**config.mk**
```make
export PLATFORM = sky130hd
export DESIGN_NAME = mmio_console
export DESIGN_NICKNAME = d
export VERILOG_FILES = /design/src/rtl/mmio_pkg.sv /design/src/rtl/sync_fifo.sv /design/src/rtl/mmio_console.sv
export SDC_FILE = /design/constraint.sdc
export NUM_CORES = 1
export LEC_CHECK = 0
export BUFFER_PORTS_ARGS = -buffer_cell sky130_fd_sc_hd__buf_2
export CAP_MARGIN = 0
export CORE_ASPECT_RATIO = 0.8
export CORE_MARGIN = 1
export CORE_UTILIZATION = 58
export DETAILED_ROUTE_END_ITERATION = 8
export PLACE_DENSITY = 0.94
export SLEW_MARGIN = 20
export SYNTH_ARGS = -nofsm -noshare
export SYNTH_HDL_FRONTEND = slang
export SYNTH_SLANG_ARGS = --single-unit
export TNS_END_PERCENT = 10
```
**constraint.sdc**
```tcl
create_clock -name clk -period 3.6 [get_ports clk]
set_input_delay 0.36 -clock clk [delete_from_list [all_inputs] [get_ports clk]]
set_output_delay 0.36 -clock clk [all_outputs]
set_load 0.01 [all_outputs]
```
**src/rtl/mmio_pkg.sv**
```systemverilog
// Shared definitions for the MMIO console/exit responder.
// Address map, STATUS layout and transmitter states.
package mmio_pkg;

    localparam logic [31:0] MMIO_BASE  = 32'h8000_0000;
    localparam logic [31:0] MMIO_MASK  = 32'hffff_ffc0;
    localparam logic [31:0] MEM_STATUS = 32'h8000_0018;
    localparam logic [31:0] MEM_PUTC   = 32'h8000_001c;
    localparam logic [31:0] MEM_EXIT   = 32'h8000_002c;

    localparam int ST_FULL  = 8;
    localparam int ST_BUSY  = 9;
    localparam int ST_EXITP = 10;

    typedef enum logic [1:0] {
        TX_IDLE,
        TX_START,
        TX_DATA,
        TX_STOP
    } tx_state_e;

    function automatic logic in_window(input logic [31:0] a);
        return (a & MMIO_MASK) == MMIO_BASE;
    endfunction

endpackage

```
**src/rtl/sync_fifo.sv**
```systemverilog
// Single-clock FIFO with occupancy count.
// Push on full and pop on empty are dropped.
module sync_fifo #(
    parameter int WIDTH = 8,
    parameter int DEPTH = 8
) (
    input  logic                     clk,
    input  logic                     resetb,
    input  logic                     push,
    input  logic                     pop,
    input  logic [WIDTH-1:0]         din,
    output logic [WIDTH-1:0]         dout,
    output logic [$clog2(DEPTH):0]   count,
    output logic                     full,
    output logic                     empty
);

    localparam int AW = $clog2(DEPTH);
    localparam int CW = AW + 1;

    logic [WIDTH-1:0] mem [DEPTH];
    logic [AW-1:0]    wr_ptr;
    logic [AW-1:0]    rd_ptr;
    logic             do_push;
    logic             do_pop;

    assign full    = (count == CW'(DEPTH));
    assign empty   = (count == '0);
    assign do_push = push && !full;
    assign do_pop  = pop && !empty;
    assign dout    = mem[rd_ptr];

    always_ff @(posedge clk) begin
        if (do_push) begin
            mem[wr_ptr] <= din;
        end
    end

    always_ff @(posedge clk or negedge resetb) begin
        if (!resetb) begin
            wr_ptr <= '0;
            rd_ptr <= '0;
            count  <= '0;
        end else begin
            if (do_push) begin
                wr_ptr <= wr_ptr + 1'b1;
            end
            if (do_pop) begin
                rd_ptr <= rd_ptr + 1'b1;
            end
            count <= count + CW'(do_push) - CW'(do_pop);
        end
    end

endmodule

```
**src/rtl/mmio_console.sv**
```systemverilog
// MMIO console: STATUS/PUTC/EXIT registers, PUTC FIFO,
// 8N1 serial transmitter and drain-gated exit request.
module mmio_console
    import mmio_pkg::*;
#(
    parameter int DEPTH  = 8,
    parameter int CLKDIV = 4
) (
    input  logic        clk,
    input  logic        resetb,
    input  logic        dmem_ready,
    input  logic [31:0] dmem_addr,
    input  logic [3:0]  dmem_wstrb,
    input  logic [31:0] dmem_wdata,
    output logic [31:0] dmem_rdata,
    output logic        dmem_valid,
    output logic        tx,
    output logic        exit_req,
    output logic [31:0] exit_code,
    output logic        mmio_err
);

    localparam int CW    = $clog2(DEPTH) + 1;
    localparam int DIV_W = (CLKDIV > 1) ? $clog2(CLKDIV) : 1;

    logic          req;
    logic          is_status;
    logic          is_putc;
    logic          is_exit;
    logic          is_other;
    logic          stall;
    logic          ack;
    logic          push;
    logic          exit_wr;
    logic          exit_pending;
    logic [31:0]   status_word;
    logic [31:0]   rdata_n;

    logic [7:0]    fifo_dout;
    logic [CW-1:0] fifo_count;
    logic          fifo_full;
    logic          fifo_empty;

    tx_state_e     state;
    tx_state_e     state_n;
    logic [DIV_W-1:0] div;
    logic [2:0]    bit_idx;
    logic [7:0]    shreg;
    logic          tick;
    logic          pop;
    logic          tx_busy;

    // Gate on dmem_valid so a held request is never served twice.
    assign req = dmem_ready && in_window(dmem_addr) && !dmem_valid;

    always_comb begin
        is_status = 1'b0;
        is_putc   = 1'b0;
        is_exit   = 1'b0;
        is_other  = 1'b0;
        unique case (1'b1)
            (dmem_addr == MEM_STATUS): is_status = 1'b1;
            (dmem_addr == MEM_PUTC):   is_putc   = 1'b1;
            (dmem_addr == MEM_EXIT):   is_exit   = 1'b1;
            default:                   is_other  = 1'b1;
        endcase
    end

    assign stall   = req && is_putc && dmem_wstrb[0] && fifo_full;
    assign ack     = req && !stall;
    assign push    = ack && is_putc && dmem_wstrb[0];
    assign exit_wr = ack && is_exit && (|dmem_wstrb) && !exit_req;
    assign tx_busy = (state != TX_IDLE);

    always_comb begin
        status_word           = '0;
        status_word[7:0]      = 8'(fifo_count);
        status_word[ST_FULL]  = fifo_full;
        status_word[ST_BUSY]  = tx_busy;
        status_word[ST_EXITP] = exit_pending;
    end

    always_comb begin
        rdata_n = '0;
        unique case (1'b1)
            is_status: rdata_n = status_word;
            is_exit:   rdata_n = exit_code;
            default:   rdata_n = '0;
        endcase
    end

    always_ff @(posedge clk or negedge resetb) begin
        if (!resetb) begin
            dmem_valid <= 1'b0;
            dmem_rdata <= '0;
            mmio_err   <= 1'b0;
        end else begin
            dmem_valid <= ack;
            dmem_rdata <= ack ? rdata_n : '0;
            mmio_err   <= ack && is_other;
        end
    end

    always_ff @(posedge clk or negedge resetb) begin
        if (!resetb) begin
            exit_code    <= '0;
            exit_pending <= 1'b0;
            exit_req     <= 1'b0;
        end else begin
            if (exit_wr) begin
                exit_code    <= dmem_wdata;
                exit_pending <= 1'b1;
            end
            if (exit_pending && fifo_empty && !tx_busy) begin
                exit_req <= 1'b1;
            end
        end
    end

    sync_fifo #(
        .WIDTH (8),
        .DEPTH (DEPTH)
    ) u_fifo (
        .clk    (clk),
        .resetb (resetb),
        .push   (push),
        .pop    (pop),
        .din    (dmem_wdata[7:0]),
        .dout   (fifo_dout),
        .count  (fifo_count),
        .full   (fifo_full),
        .empty  (fifo_empty)
    );

    assign tick = (div == DIV_W'(CLKDIV - 1));

    always_ff @(posedge clk or negedge resetb) begin
        if (!resetb) begin
            state <= TX_IDLE;
        end else begin
            state <= state_n;
        end
    end

    always_comb begin
        state_n = state;
        pop     = 1'b0;
        case (state)
            TX_IDLE: begin
                if (!fifo_empty) begin
                    pop     = 1'b1;
                    state_n = TX_START;
                end
            end
            TX_START: if (tick) state_n = TX_DATA;
            TX_DATA: begin
                if (tick && bit_idx == 3'd7) begin
                    state_n = TX_STOP;
                end
            end
            TX_STOP: if (tick) state_n = TX_IDLE;
            default: state_n = TX_IDLE;
        endcase
    end

    always_ff @(posedge clk or negedge resetb) begin
        if (!resetb) begin
            div     <= '0;
            bit_idx <= '0;
            shreg   <= '0;
        end else begin
            if (state == TX_IDLE || tick) begin
                div <= '0;
            end else begin
                div <= div + 1'b1;
            end
            if (pop) begin
                shreg   <= fifo_dout;
                bit_idx <= '0;
            end else if (state == TX_DATA && tick) begin
                shreg   <= shreg >> 1;
                bit_idx <= bit_idx + 1'b1;
            end
        end
    end

    always_comb begin
        tx = 1'b1;
        case (state)
            TX_START: tx = 1'b0;
            TX_DATA:  tx = shreg[0];
            default:  tx = 1'b1;
        endcase
    end

endmodule

```
==> results of run 1 <==
## logic make-up (layout without fill, tap and decap cells)
| family | count (synthesis) | count (layout) | synth area share |
|---|---|---|---|
| flops | 157 | 157 | 0.662 |
| simple gates | 122 | 122 | 0.108 |
| fa+ha+maj | 16 | 16 | 0.0324 |
| buf+inv | 26 | 189 | 0.0201 |
| xor+xnor | 7 | 7 | 0.00955 |
| compound gates | 32 | 32 | 0.0343 |
| mux | 51 | 51 | 0.134 |
## worst max-delay path, cell delays in order, from the launching register on
cell and delay (ns):
dfrtp_1 0.42, nor4b_4 0.39, and3_1 0.40, nor3b_4 0.25, buf_4 0.28, nor4b_4 0.28, buf_4 0.47, mux2_2 0.41
## cell type report
class	instances	area, um^2	area share
multi-input cells	228	2040	0.262
well taps	140	175	0.0225
clock buffers	18	429	0.0551
repair buffers	146	753	0.0967
inverters	12	45.0	0.00578
flip-flops and latches	157	4250	0.545
clock inverters	13	96.3	0.0124
## metrics by stage
| stage | instance area [um^2] | hold WS (ns) |
|---|---|---|
| floorplan | 6420 | 0.0644 |
| global placement | 7260 | 0.420 |
| detailed placement | 7260 | 0.447 |
| CTS | 7790 | 0.0731 |
| global route | 7790 | 0.113 |
| finish | 7790 | 0.0585 |
## registers in the layout (all words and copies together) (netlist names)
register	count
exit_pending	1
bit_idx	3
exit_code	32
u_fifo.wr_ptr	3
mmio_err	1
u_fifo.rd_ptr	3
shreg	8
dmem_valid	1
div	2
u_fifo.count	4
exit_req	1
state	2
u_fifo.mem	64
dmem_rdata	32
## layer usage
| layer | global-route usage | up-vias | routed length, um |
|---|---|---|---|
| met5 | 0 | - | 0 |
| met4 | 0.164 | 0 | 553 |
| met3 | 0.0687 | 47 | 1080 |
| met2 | 0.508 | 254 | 8460 |
| met1 | 0.342 | 2141 | 5920 |
| li1 | - | 1800 | - |
## worst max-delay path by stage
stage / from / endpoint / slack (ns) / cells past startpoint
detailed placement: dmem_addr[27] / u_fifo.mem[4][4]$_DFFE_PP_ / 0.59 / 6
finish: dmem_valid$_DFF_PN0_ / exit_code[31]$_DFFE_PN0P_ / 0.57 / 7
CTS: dmem_valid$_DFF_PN0_ / exit_code[31]$_DFFE_PN0P_ / 0.60 / 7
global route: dmem_valid$_DFF_PN0_ / exit_code[31]$_DFFE_PN0P_ / 0.45 / 7
floorplan: dmem_addr[27] / u_fifo.mem[1][0]$_DFFE_PP_ / 1.14 / 5
global placement: dmem_addr[27] / u_fifo.mem[4][6]$_DFFE_PP_ / 0.77 / 6
## layout by cell type, fill, tap and decap left out, types with 2 or more instances in the layout
cell type,instances
and2_2,5
nor4b_1,2
edfxtp_1,64
nor2b_1,10
nand2_1,32
nor3_1,6
inv_6,2
clkinvlp_4,4
inv_1,11
o21ai_0,2
mux4_2,16
a21o_1,2
and2_1,21
nor4_1,8
ha_1,15
clkinv_4,4
xor2_1,4
xnor2_1,3
clkinv_1,2
nand2b_1,3
dfrtp_1,93
nand3_1,3
a211oi_1,8
buf_4,9
a22oi_1,6
nand4_1,3
mux2_4,29
nor2_1,20
a21oi_1,4
a31oi_1,7
nor4b_4,2
buf_2,137
clkbuf_16,17
or2_2,2
mux2_2,5
## power groups by stage
| stage | sequential (mW) | clock [mW] | combinational [mW] |
|---|---|---|---|
| 3_5_place_dp | 1.90 | 0 | 0.0855 |
| 4_1_cts | 1.86 | 1.62 | 0.0859 |
| 2_1_floorplan | 1.90 | 0 | 0.00841 |
| 3_3_place_gp | 1.90 | 0 | 0.0803 |
| 6_report | 1.86 | 1.62 | 0.0856 |
| 5_1_grt | 1.86 | 1.69 | 0.0942 |
==> results.md, run 1 <==
- The largest area contributor in the synthesized netlist is dfrtp_1.
- The flip-flop cell with the highest count after synthesis is dfrtp_1.
- Summed over all nets, the switching power comes to 0.791 mW.
- Of the synthesized area, sequential elements account for 0.662.
- Of the post-synthesis cell area, the dominant cell type holds 0.363.
- In this run, synthesis inferred 64 flip-flops with an integrated enable.
- During placement, the flow inserted port buffers numbering 138.
- Across the run, the number of max-cap violations was 0.
- The number of vias in the routed layout is 4242.
- In the final layout, the share of cells above drive strength 1 is 0.413.
- The root buffer cell is clkbuf_16.
- The share of total power dissipated in the clock network is 0.453.
- The count of yosys warnings during synthesis is 0.
- The CTS H-tree depth is 4.
- The number of standard cells in the layout, taps in and fillers out is 714.
- Synthesis produced 411 cells.
- The average detailed-routed wire length per instance is 22.4 um.
- After clock tree synthesis, the clock-pin slew on the worst setup and hold paths is 0.06 ns.
- Entering global routing, the biggest net connects 72 pins.
- The fraction of power consumed by sequential logic is 0.523.
- Setup repair after global routing left no endpoint under its margin.
- Setup violations remaining at the end of the flow were counted as 0.
- STA puts the critical path data required time at 3.91 ns.
- OpenSTA, run right after detailed placement, puts the worst setup slack at 0.588 ns.
- The floorplan die area is 11500 um^2.
- The initial utilization of the core area, before any placement, comes to 0.612.
- In this run the critical register-to-register path is launched from dmem_valid$_DFF_PN0_.
- The run finished with clean final reports.
- At the end of the flow the core is filled with cells to 0.743.
- Data arrives at the worst endpoint at 3.34 ns.
- The upper clock frequency limit is 0.330 GHz.
- The startpoint type of the worst setup path is a flip-flop.
- VDD sags by at most 0.374 mV.
- The largest fanout on the critical path is 26.
- The number of antenna violations at the first check in global routing is 0.
- The combinational share of power is 0.024.
- The category of the critical setup timing path is reg -> reg.
- The total number of placement rows is 33.
- The worst hold path belongs to the class in -> async.
- The HPWL after detailed placement is 10500 um.
- In this run, post-CTS repair resized a total of 0 instances.
- The total global-route track usage is 0.292.
- Setup slack on the worst reg-to-reg path comes out at 0.57 ns.
- The number of cells on the worst reg-to-reg path is 7.
- After clock tree synthesis, the setup repair step added 0 buffers.
- A synthesized cell averages 15.6 um^2.
- The count of final hold-check violations was 0.
- The antenna violation net count after detailed routing is 0.
- The clock passes through at most 2 buffers.
- The via count of the first global-routing pass is 4414.
- The combined area of all synthesized cells is 6420 um^2.
- The final critical path time including I/O delays and setup is 3.03 ns.
- The worst reg2reg path endpoint is exit_code[31]$_DFFE_PN0P_.
- Summed over all cells, the static leakage comes to 3.59 nW.
- The normalized max-slew margin is 0.410.
- Before antenna repair, the detailed router went through 4 iterations.
- 139 I/O pins were placed.
- The number of antenna diodes in the final layout is 0.
- The distinct cell type count after synthesis is 42.
- In the final design database the tool counted 649 nets.
- The total count of max-transition violations in the final report is 0.
- After synthesis the netlist holds a flip-flop and latch count of 157.
- The clock skew after layout is 0.0128 ns.
- For this design the ratio of total power to cell area is 458 nW/um^2.
- The total routed wirelength is 16000 um.
- In the post-synthesis netlist, the cell with the most instances is dfrtp_1.
- Of the total power, the share spent switching nets is 0.222.
- The total core area is 10500 um^2.
- The clock tree from TritonCTS is yes.
- The cell-internal power is 2.77 mW.
- The global-route wire length before repair is 23900 um.
- The number of placed instances with taps included is 683.
- The clock reaches the later pin of the worst-skew pair after 0.43 ns.
- Counting every sink on the clock net gives 157.
- For this block, the initial DRC count from the detailed router was 295.
- Counting flops with an async set or reset pin after synthesis yields a share of 0.592.
- The die height is 96.1 um.
- For this run, design rule violations remaining after detail routing come to 0.
- Routability-driven placement finished with a final weighted congestion of 0.892.
- The post-route fraction of the period consumed by the critical path is 0.843.
- Measured along the x axis, the die boundary spans 120 um.
- Setup total negative slack on the finished layout was measured at 0 ns.
- In the routed layout, each cell is associated on average with a via count of 5.94.
- Overall power consumption after layout is estimated at 3.57 mW.
- Relative to the synthesized area, the layout overhead comes to 21.3%.
- The number of clock buffers inserted by TritonCTS is 17.
- The commonest cells after synthesis are dfrtp_1, edfxtp_1, nand2_1, mux2_4, and2_1.
- The transition at the pin with the smallest max-transition slack is 0.882 ns.
- The worst setup path is captured at a flip-flop.
- By area the synthesized netlist is led by dfrtp_1, edfxtp_1, mux2_4.
- In this run, post-CTS hold repair placed 0 buffers.
- The synthesized net count is 498.
- Global routing finished with a remaining overflow of 0.
- The number of fill cells in the layout is 609.
- After layout, the worst setup slack is 0.565 ns.
Power figures use the tool's default switching activity.
==> run 2, diff against run 1 <==
--- a/config.mk
+++ b/config.mk
@@ -9,9 +9,9 @@
 export CAP_MARGIN = 0
 export CORE_ASPECT_RATIO = 0.8
 export CORE_MARGIN = 1
-export CORE_UTILIZATION = 58
+export CORE_UTILIZATION = 54
 export DETAILED_ROUTE_END_ITERATION = 8
-export PLACE_DENSITY = 0.94
+export PLACE_DENSITY = 0.89
 export SLEW_MARGIN = 20
 export SYNTH_ARGS = -nofsm -noshare
 export SYNTH_HDL_FRONTEND = slang
==> constraint.sdc (replaced) <==
create_clock -name clk -period 3.1 [get_ports clk]
set_input_delay 0.31 -clock clk [delete_from_list [all_inputs] [get_ports clk]]
set_output_delay 0.31 -clock clk [all_outputs]
set_load 0.01 [all_outputs]
==> run 2 against run 1 <==
Net effect: combinational power up 17%; register-to-register slack got worse by 0.04 ns; global-route usage down 3.7 points; clock power up 25%; die area increased by 7.3%; worst setup slack lost 0.041 ns; wire length decreased by 12%; worst hold slack improved by 0.063 ns; largest cell class unchanged.
==> results.md, run 2 (synthesis gave the netlist of run 1 again) <==
- The critical path's largest stage delay is 0.67 ns.
- Buffers placed on the I/O ports in this run total 138.
- The total global-route track usage is 0.255.
- Counting the fill cells in the layout gives 770.
- The routability congestion estimate from global placement is 0.824.
- The total core area is 11600 um^2.
- The peak ir drop on the vdd network is 0.356 mV.
- The via count of the first global-routing pass was 4251.
- Once detailed placement completed, the half-perimeter wirelength came to 9600 um.
- The root buffer cell is clkbuf_16.
- The layout overhead on the synthesized area is 23.3%.
- The largest fanout on the critical path is 8.
- The count of final hold-check violations is 0.
- Of the available clock period, the critical path in the final layout requires 0.831.
- The total overflow left after global routing is 0.
- The number of antenna violations at the first check in global routing is 0.
- Summed over all cells, the static leakage comes to 3.66 nW.
- Max-cap violations in this run came to 0.
- The worst hold slack is 0.121 ns.
- The worst hold path was traced through 2 stages.
- Static timing analysis puts the maximum clock frequency at 0.388 GHz.
- The most common library cell in the layout ignoring fill and taps is buf_2.
- The horizontal die dimension is 124 um.
- The flow ran to the end, and the final reports show no timing, DRC or antenna violations.
- The startpoint of the tightest hold check path is dmem_wdata[22].
- The finished cells cover 7920 um^2.
- In the layout the commonest cells are buf_2, dfrtp_1, edfxtp_1, nand2_1, mux2_4.
- Summing internal, switching and leakage power gives 4.29 mW.
- The maximum number of pins on one net before global-route repair is 61.
- TritonCTS built the clock tree.
- The antenna violation net count after detailed routing is 0.
- The clock arrives with 0.00907 ns of skew.
- 139 I/O pins were placed.
- The worst setup slack before clock tree synthesis is 0.461 ns.
- The total number of nets in the final design is 656.
- The slowest cell on the critical path is nor2_1.
- In this run the critical register-to-register path is launched from u_fifo.count[2]$_DFF_PN0_.
- The worst path in the final design needs a cycle of 2.58 ns, including I/O delays and setup.
- The total routed wirelength is 14100 um.
- The DRC violation total after the first TritonRoute iteration is 287.
- The slack of the worst reg-to-reg path is 0.52 ns.
- The buffer levels on the longest clock path is 2.
- The finished layout holds 730 standard cells, fillers aside.
- Clock-pin slew was measured on the worst setup and hold paths at 0.06 ns.
- The transition at the pin with the smallest max-transition slack is 0.852 ns.
- From bottom edge to top edge, the die measures 99.5 um.
- The die covers 12300 um^2.
- The sort of element at the end of the critical path is a flip-flop.
- The final design utilization is 0.685.
- The initial core utilization is 0.555.
- The total count of max-transition violations in the final report is 0.
- The category of the critical setup timing path is reg -> reg.
- STA puts the critical path data arrival time at 2.61 ns.
- The H-tree was split into 4 levels.
- The tree built by TritonCTS fans out to 157 sinks.
- The post-cts sizing count is 0.
- Setup slack on the critical path of the routed design comes to 0.524 ns.
- For hold timing, the worst endpoint is exit_code[22]$_DFFE_PN0P_.
- The number of vias in the routed layout is 4087.
- The data required time of the critical path is 3.13 ns.
- In the final layout, the registers with the most flip-flops are u_fifo.mem x64, dmem_rdata x32, exit_code x32.
- The first detailed-routing pass ran for 5 iterations.
- The path category of the worst min-delay check is in -> reg.
- The global-route wire length before repair is 22600 um.
- The normalized max-slew margin is 0.430.
- Measured in cells, the most critical reg-to-reg path has a length of 8.
- The placed instances occupy a cell area of 7330 um^2.
- The startpoint type of the worst setup path is a flip-flop.
- The number of antenna cells inserted is 0.
- The signal on the critical path passes through inv_1, ha_1, or3b_2, nand4_1, nor4_1, buf_4, nand2b_1, nor2_1.
- The number of clock buffers added by TritonCTS is 17.
- The number of placed instances with taps included is 697.
- Once the clock tree was built, the setup fixing pass inserted 0 buffers.
- Setup repair after global routing left no endpoint under its margin.
- After routing, the total negative slack on setup checks comes to 0 ns.
- The average detailed-routed wire length per instance is 19.4 um.
- The register with the most flip-flops in the layout has 64 of them.
- After detailed routing, the number of vias per cell comes to 5.60.
- Setup violations remaining at the end of the flow were counted as 0.
- The initialized floorplan defines 35 standard-cell rows.
- The worst reg2reg path endpoint is u_fifo.mem[2][3]$_DFFE_PP_.
- The clock latency of the later-clocked register in the worst-skew pair is 0.41 ns.
- The register bank with the most flops is u_fifo.mem.
- The share of layout cells above drive strength 1 is 0.411.
- After detailed routing, the number of remaining DRC violations is 0.
- The cell area power density is 542 nW/um^2.
==> run 2: cell type report <==
type | count | area, um^2 | share of cell area
clock buffers | 26 | 490 | 0.0619
multi-input cells | 228 | 2040 | 0.258
repair buffers | 153 | 821 | 0.104
well taps | 148 | 185 | 0.0234
flip-flops and latches | 157 | 4250 | 0.537
clock inverters | 6 | 85.1 | 0.0107
inverters | 12 | 45.0 | 0.00569
==> run 2: what timing repair did <==
item                                    CTS  global route
hold buffers                              1             0
endpoints found under the hold margin    21             0
endpoints found under the setup margin    0             0
==> run 2: critical path, delay by kind of cell, from the launching register on <==
kind	cells	cell delay, ns
buf+inv	2	0.27
flops	1	0.35
simple gates	5	1.36
fa+ha+maj	1	0.22
==> run 2: power breakdown <==
| group | switching [mW] | internal (mW) |
|---|---|---|
| clock network | 0.773 | 1.25 |
| logic | 0.0603 | 0.0398 |
| registers | 0.0000000247 | 2.17 |
| total | 0.834 | 3.46 |
==> run 2: worst max-delay path by stage <==
stage	start	to	slack (ns)	cells after the start
after floorplan	dmem_addr[27]	u_fifo.mem[1][0]$_DFFE_PP_	0.69	5
after global placement	dmem_addr[27]	u_fifo.mem[2][0]$_DFFE_PP_	0.59	7
after detailed placement	dmem_addr[27]	u_fifo.mem[2][0]$_DFFE_PP_	0.46	7
after CTS	dmem_valid$_DFF_PN0_	exit_code[0]$_DFFE_PN0P_	0.56	6
after global routing	u_fifo.count[2]$_DFF_PN0_	u_fifo.mem[2][3]$_DFFE_PP_	0.41	8
final	u_fifo.count[2]$_DFF_PN0_	u_fifo.mem[2][3]$_DFFE_PP_	0.52	8
==> run 2: per-layer routing <==
metal	track usage	share of wire	vias to the layer above
met3	0.0923	0.084	25
met4	0.0907	0.021	0
met5	0	0	-
li1	-	-	1808
met2	0.412	0.49	197
met1	0.319	0.40	2057
==> run 3, diff against run 2 <==
--- a/config.mk
+++ b/config.mk
@@ -9,9 +9,9 @@
 export CAP_MARGIN = 0
 export CORE_ASPECT_RATIO = 0.8
 export CORE_MARGIN = 1
-export CORE_UTILIZATION = 54
+export CORE_UTILIZATION = 49
 export DETAILED_ROUTE_END_ITERATION = 8
-export PLACE_DENSITY = 0.89
+export PLACE_DENSITY = 0.86
 export SLEW_MARGIN = 20
 export SYNTH_ARGS = -nofsm -noshare
 export SYNTH_HDL_FRONTEND = slang
==> constraint.sdc (replaced) <==
create_clock -name clk -period 2.1 [get_ports clk]
set_input_delay 0.21 -clock clk [delete_from_list [all_inputs] [get_ports clk]]
set_output_delay 0.21 -clock clk [all_outputs]
set_load 0.01 [all_outputs]
==> run 3 against run 2 <==
Net effect: the run now ends with negative setup slack left; highest routed layer unchanged; wire length increased by 0.11%; die area is 10% higher; clock power up 71%; global-route usage down 3.4 points; worst hold slack lost 0.10 ns.
==> results.md, run 3 (synthesis gave the netlist of run 1 again) <==
- The largest fanout on the critical path is 4.
- The net load switching power is 1.33 mW.
- The total area inside the core boundary comes to 12800 um^2.
- The layout has 883 filler cells.
- The antenna violation net count after detailed routing is 0.
- Headroom to the max-slew limit came out at 0.606.
- The via count of the first global-routing pass is 4303.
- The sort of element at the end of the critical path is a flip-flop.
- The number of standard cells in the layout, taps in and fillers out is 781.
- The share of total power dissipated in combinational logic is 0.023.
- The critical path capture point is u_fifo.mem[7][2]$_DFFE_PP_.
- TritonCTS created 17 clock buffers.
- For this design the top-level I/O count stands at 139.
- The post-route fraction of the period consumed by the critical path is 1.05.
- The clock skew after layout is 0.00591 ns.
- Routability-driven placement finished with a final weighted congestion of 0.855.
- In the final layout, the registers with the most flip-flops are u_fifo.mem x64, dmem_rdata x32, exit_code x32.
- The clock latency of the later-clocked register in the worst-skew pair is 0.42 ns.
- The library cell used most frequently in the layout, excluding fill and tap cells, is buf_2.
- Wires add up to 14200 um.
- The worst setup slack before clock tree synthesis is -0.229 ns.
- The tightest hold path in the finished design has a slack of 0.0167 ns.
- Summed over all cells, the static leakage comes to 3.85 nW.
- Measured on the finished design, the core utilization comes to 0.651.
- The CTS H-tree depth is 4.
- The peak ir drop on the vdd network is 0.543 mV.
- The maximum number of pins on one net before global-route repair is 42.
- The final standard cell area without fillers is 8350 um^2.
- The floorplan has 37 rows.
- The number of flip-flops under the largest register name is 64.
- The count of final setup violators is 83.
- The total global-route track usage is 0.221.
- The count of port buffers added during placement is 138.
- The worst setup slack after layout is -0.114 ns.
- The clock tree from TritonCTS is yes.
- The startpoint type of the worst setup path is a flip-flop.
- The clock net in this run drives a total of 157 sinks.
- The detailed router finished its first iteration with 315 violations.
- The run finished, with violations left.
- The data required time of the critical path is 2.24 ns.
- The category of the critical setup timing path is reg -> reg.
- Before antenna repair, the detailed router went through 4 iterations.
- Summing all placed instances gives a cell area of 7550 um^2.
- Ranked by flip-flop count, first place goes to u_fifo.mem.
- Summing internal, switching and leakage power gives 6.82 mW.
- The launch point of the worst path is dmem_valid$_DFF_PN0_.
- The total count of max-transition violations in the final report was 0.
- Measured in cells, the most critical reg-to-reg path has a length of 8.
- The root buffer cell is clkbuf_16.
- The worst register-to-register path has a setup slack of -0.11 ns.
- In this run the horizontal extent of the chip is 130 um.
- The cell-internal power is 5.50 mW.
- The worst reg2reg path endpoint is u_fifo.mem[7][2]$_DFFE_PP_.
- The first global-routing pass estimated 22000 um of wire.
- The count of final hold-check violations is 0.
- The part of the total power dissipated in the clock network is 0.509.
- The worst hold path belongs to the class in -> reg.
- In the layout the commonest cells are buf_2, dfrtp_1, edfxtp_1, nand2_1, mux2_4.
- After detailed routing, the number of remaining DRC violations is 0.
- The transition at the pin with the smallest max-transition slack is 0.586 ns.
- The total number of nets in the final design is 680.
- For this configuration, the core starts out at a cell density of 0.501.
- The smallest clock period supported by the final layout is computed as 2.21 ns.
- After detailed routing, the number of vias per cell comes to 5.26.
- The checks that failed: negative setup slack.
- The clock slew at the register clock pins of the worst setup and hold paths is 0.06 ns.
- For this block, the via count after detailed routing is 4108.
- Setup total negative slack on the finished layout was measured at -5.44 ns.
- The average detailed-routed wire length per instance is 18.1 um.
- After detailed placement, the design holds a cell count of 744.
- Of the total power, the share spent switching nets is 0.195.
- The buffer levels on the longest clock path is 2.
- The cell area power density is 817 nW/um^2.
- Setup repair after global routing could not meet its margin everywhere.
- The die height is 104 um.
- 0 antenna diodes ended up in the layout.
- The number of antenna violations at the first check in global routing is 0.
- The total overflow left after global routing is 0.
- The fraction of power consumed by sequential logic is 0.468.
- The layout overhead on the synthesized area is 30.1%.
- At the worst endpoint, the arrival time is 2.35 ns.
- Once detailed placement completed, the half-perimeter wirelength came to 9620 um.
- Based on the critical path, the design can be clocked at up to 0.452 GHz.
- The total of max-cap violations is 0.
- The share of layout cells above drive strength 1 is 0.462.
- The worst register-to-register path begins at dmem_valid$_DFF_PN0_.
- The die covers 13600 um^2.
-- run 3: cell count changes in the layout (fill, tap and decap cells not counted), sizes merged --
cell         change
buf             +22
clkbuf           -7
bufinv           +4
inv              +3
clkinvlp         +1
dlygate4sd3      +1
-- run 3: worst max-delay path: stages, from the launching register on --
cell and delay [ns]:
dfrtp_1 0.41, nor4b_4 0.26, buf_4 0.18, nand4_1 0.09
nor4_1 0.27, buf_4 0.20, nand2_1 0.12, nor2_1 0.20
buf_4 0.18
-- run 3: per-layer routing --
| layer | wire, um | global-route usage |
|---|---|---|
| met1 | 6210 | 0.293 |
| met2 | 6680 | 0.339 |
| met3 | 1110 | 0.0813 |
| met4 | 161 | 0.0681 |
| met5 | 0 | 0 |
-- run 3: what timing repair did --
item	4_1_cts	5_1_grt
resized for setup	11	12
pin swaps	0	3
buffers inserted	0	2
gates cloned	0	1
setup endpoints to repair	92	101
hold endpoints to repair	39	1
hold buffers	1	1
-- run 3: power groups by stage --
stage                     clock network (mW)  logic [mW]  registers, mW
after detailed placement                   0       0.151           3.26
after global routing                    3.62       0.170           3.19
after CTS                               3.51       0.153           3.20
after floorplan                            0      0.0146           3.26
final                                   3.47       0.154           3.20
after global placement                     0       0.142           3.26
-- run 3: worst min-delay path by stage --
stage / from / end / slack [ns] / depth (start not counted)
floorplan: resetb / bit_idx[0]$_DFFE_PN0P_ / -0.09 / 0
global placement: resetb / dmem_rdata[9]$_DFF_PN0_ / 0.22 / 1
detailed placement: resetb / dmem_rdata[2]$_DFF_PN0_ / 0.23 / 1
CTS: dmem_wdata[19] / exit_code[19]$_DFFE_PN0P_ / 0.003 / 2
global route: dmem_wdata[14] / exit_code[14]$_DFFE_PN0P_ / 0.002 / 2
finish: dmem_wdata[24] / exit_code[24]$_DFFE_PN0P_ / 0.02 / 2
-- run 3: area by class of cell --
type / count / area (um^2) / share of cell area
Clock inverter: 14 / 240 / 0.0288
Sequential cell: 157 / 4250 / 0.509
Tap cell: 175 / 219 / 0.0262
Multi-Input combinational cell: 228 / 2090 / 0.251
Inverter: 12 / 45.0 / 0.00539
Timing Repair Buffer: 177 / 1080 / 0.129
Clock buffer: 18 / 429 / 0.0514
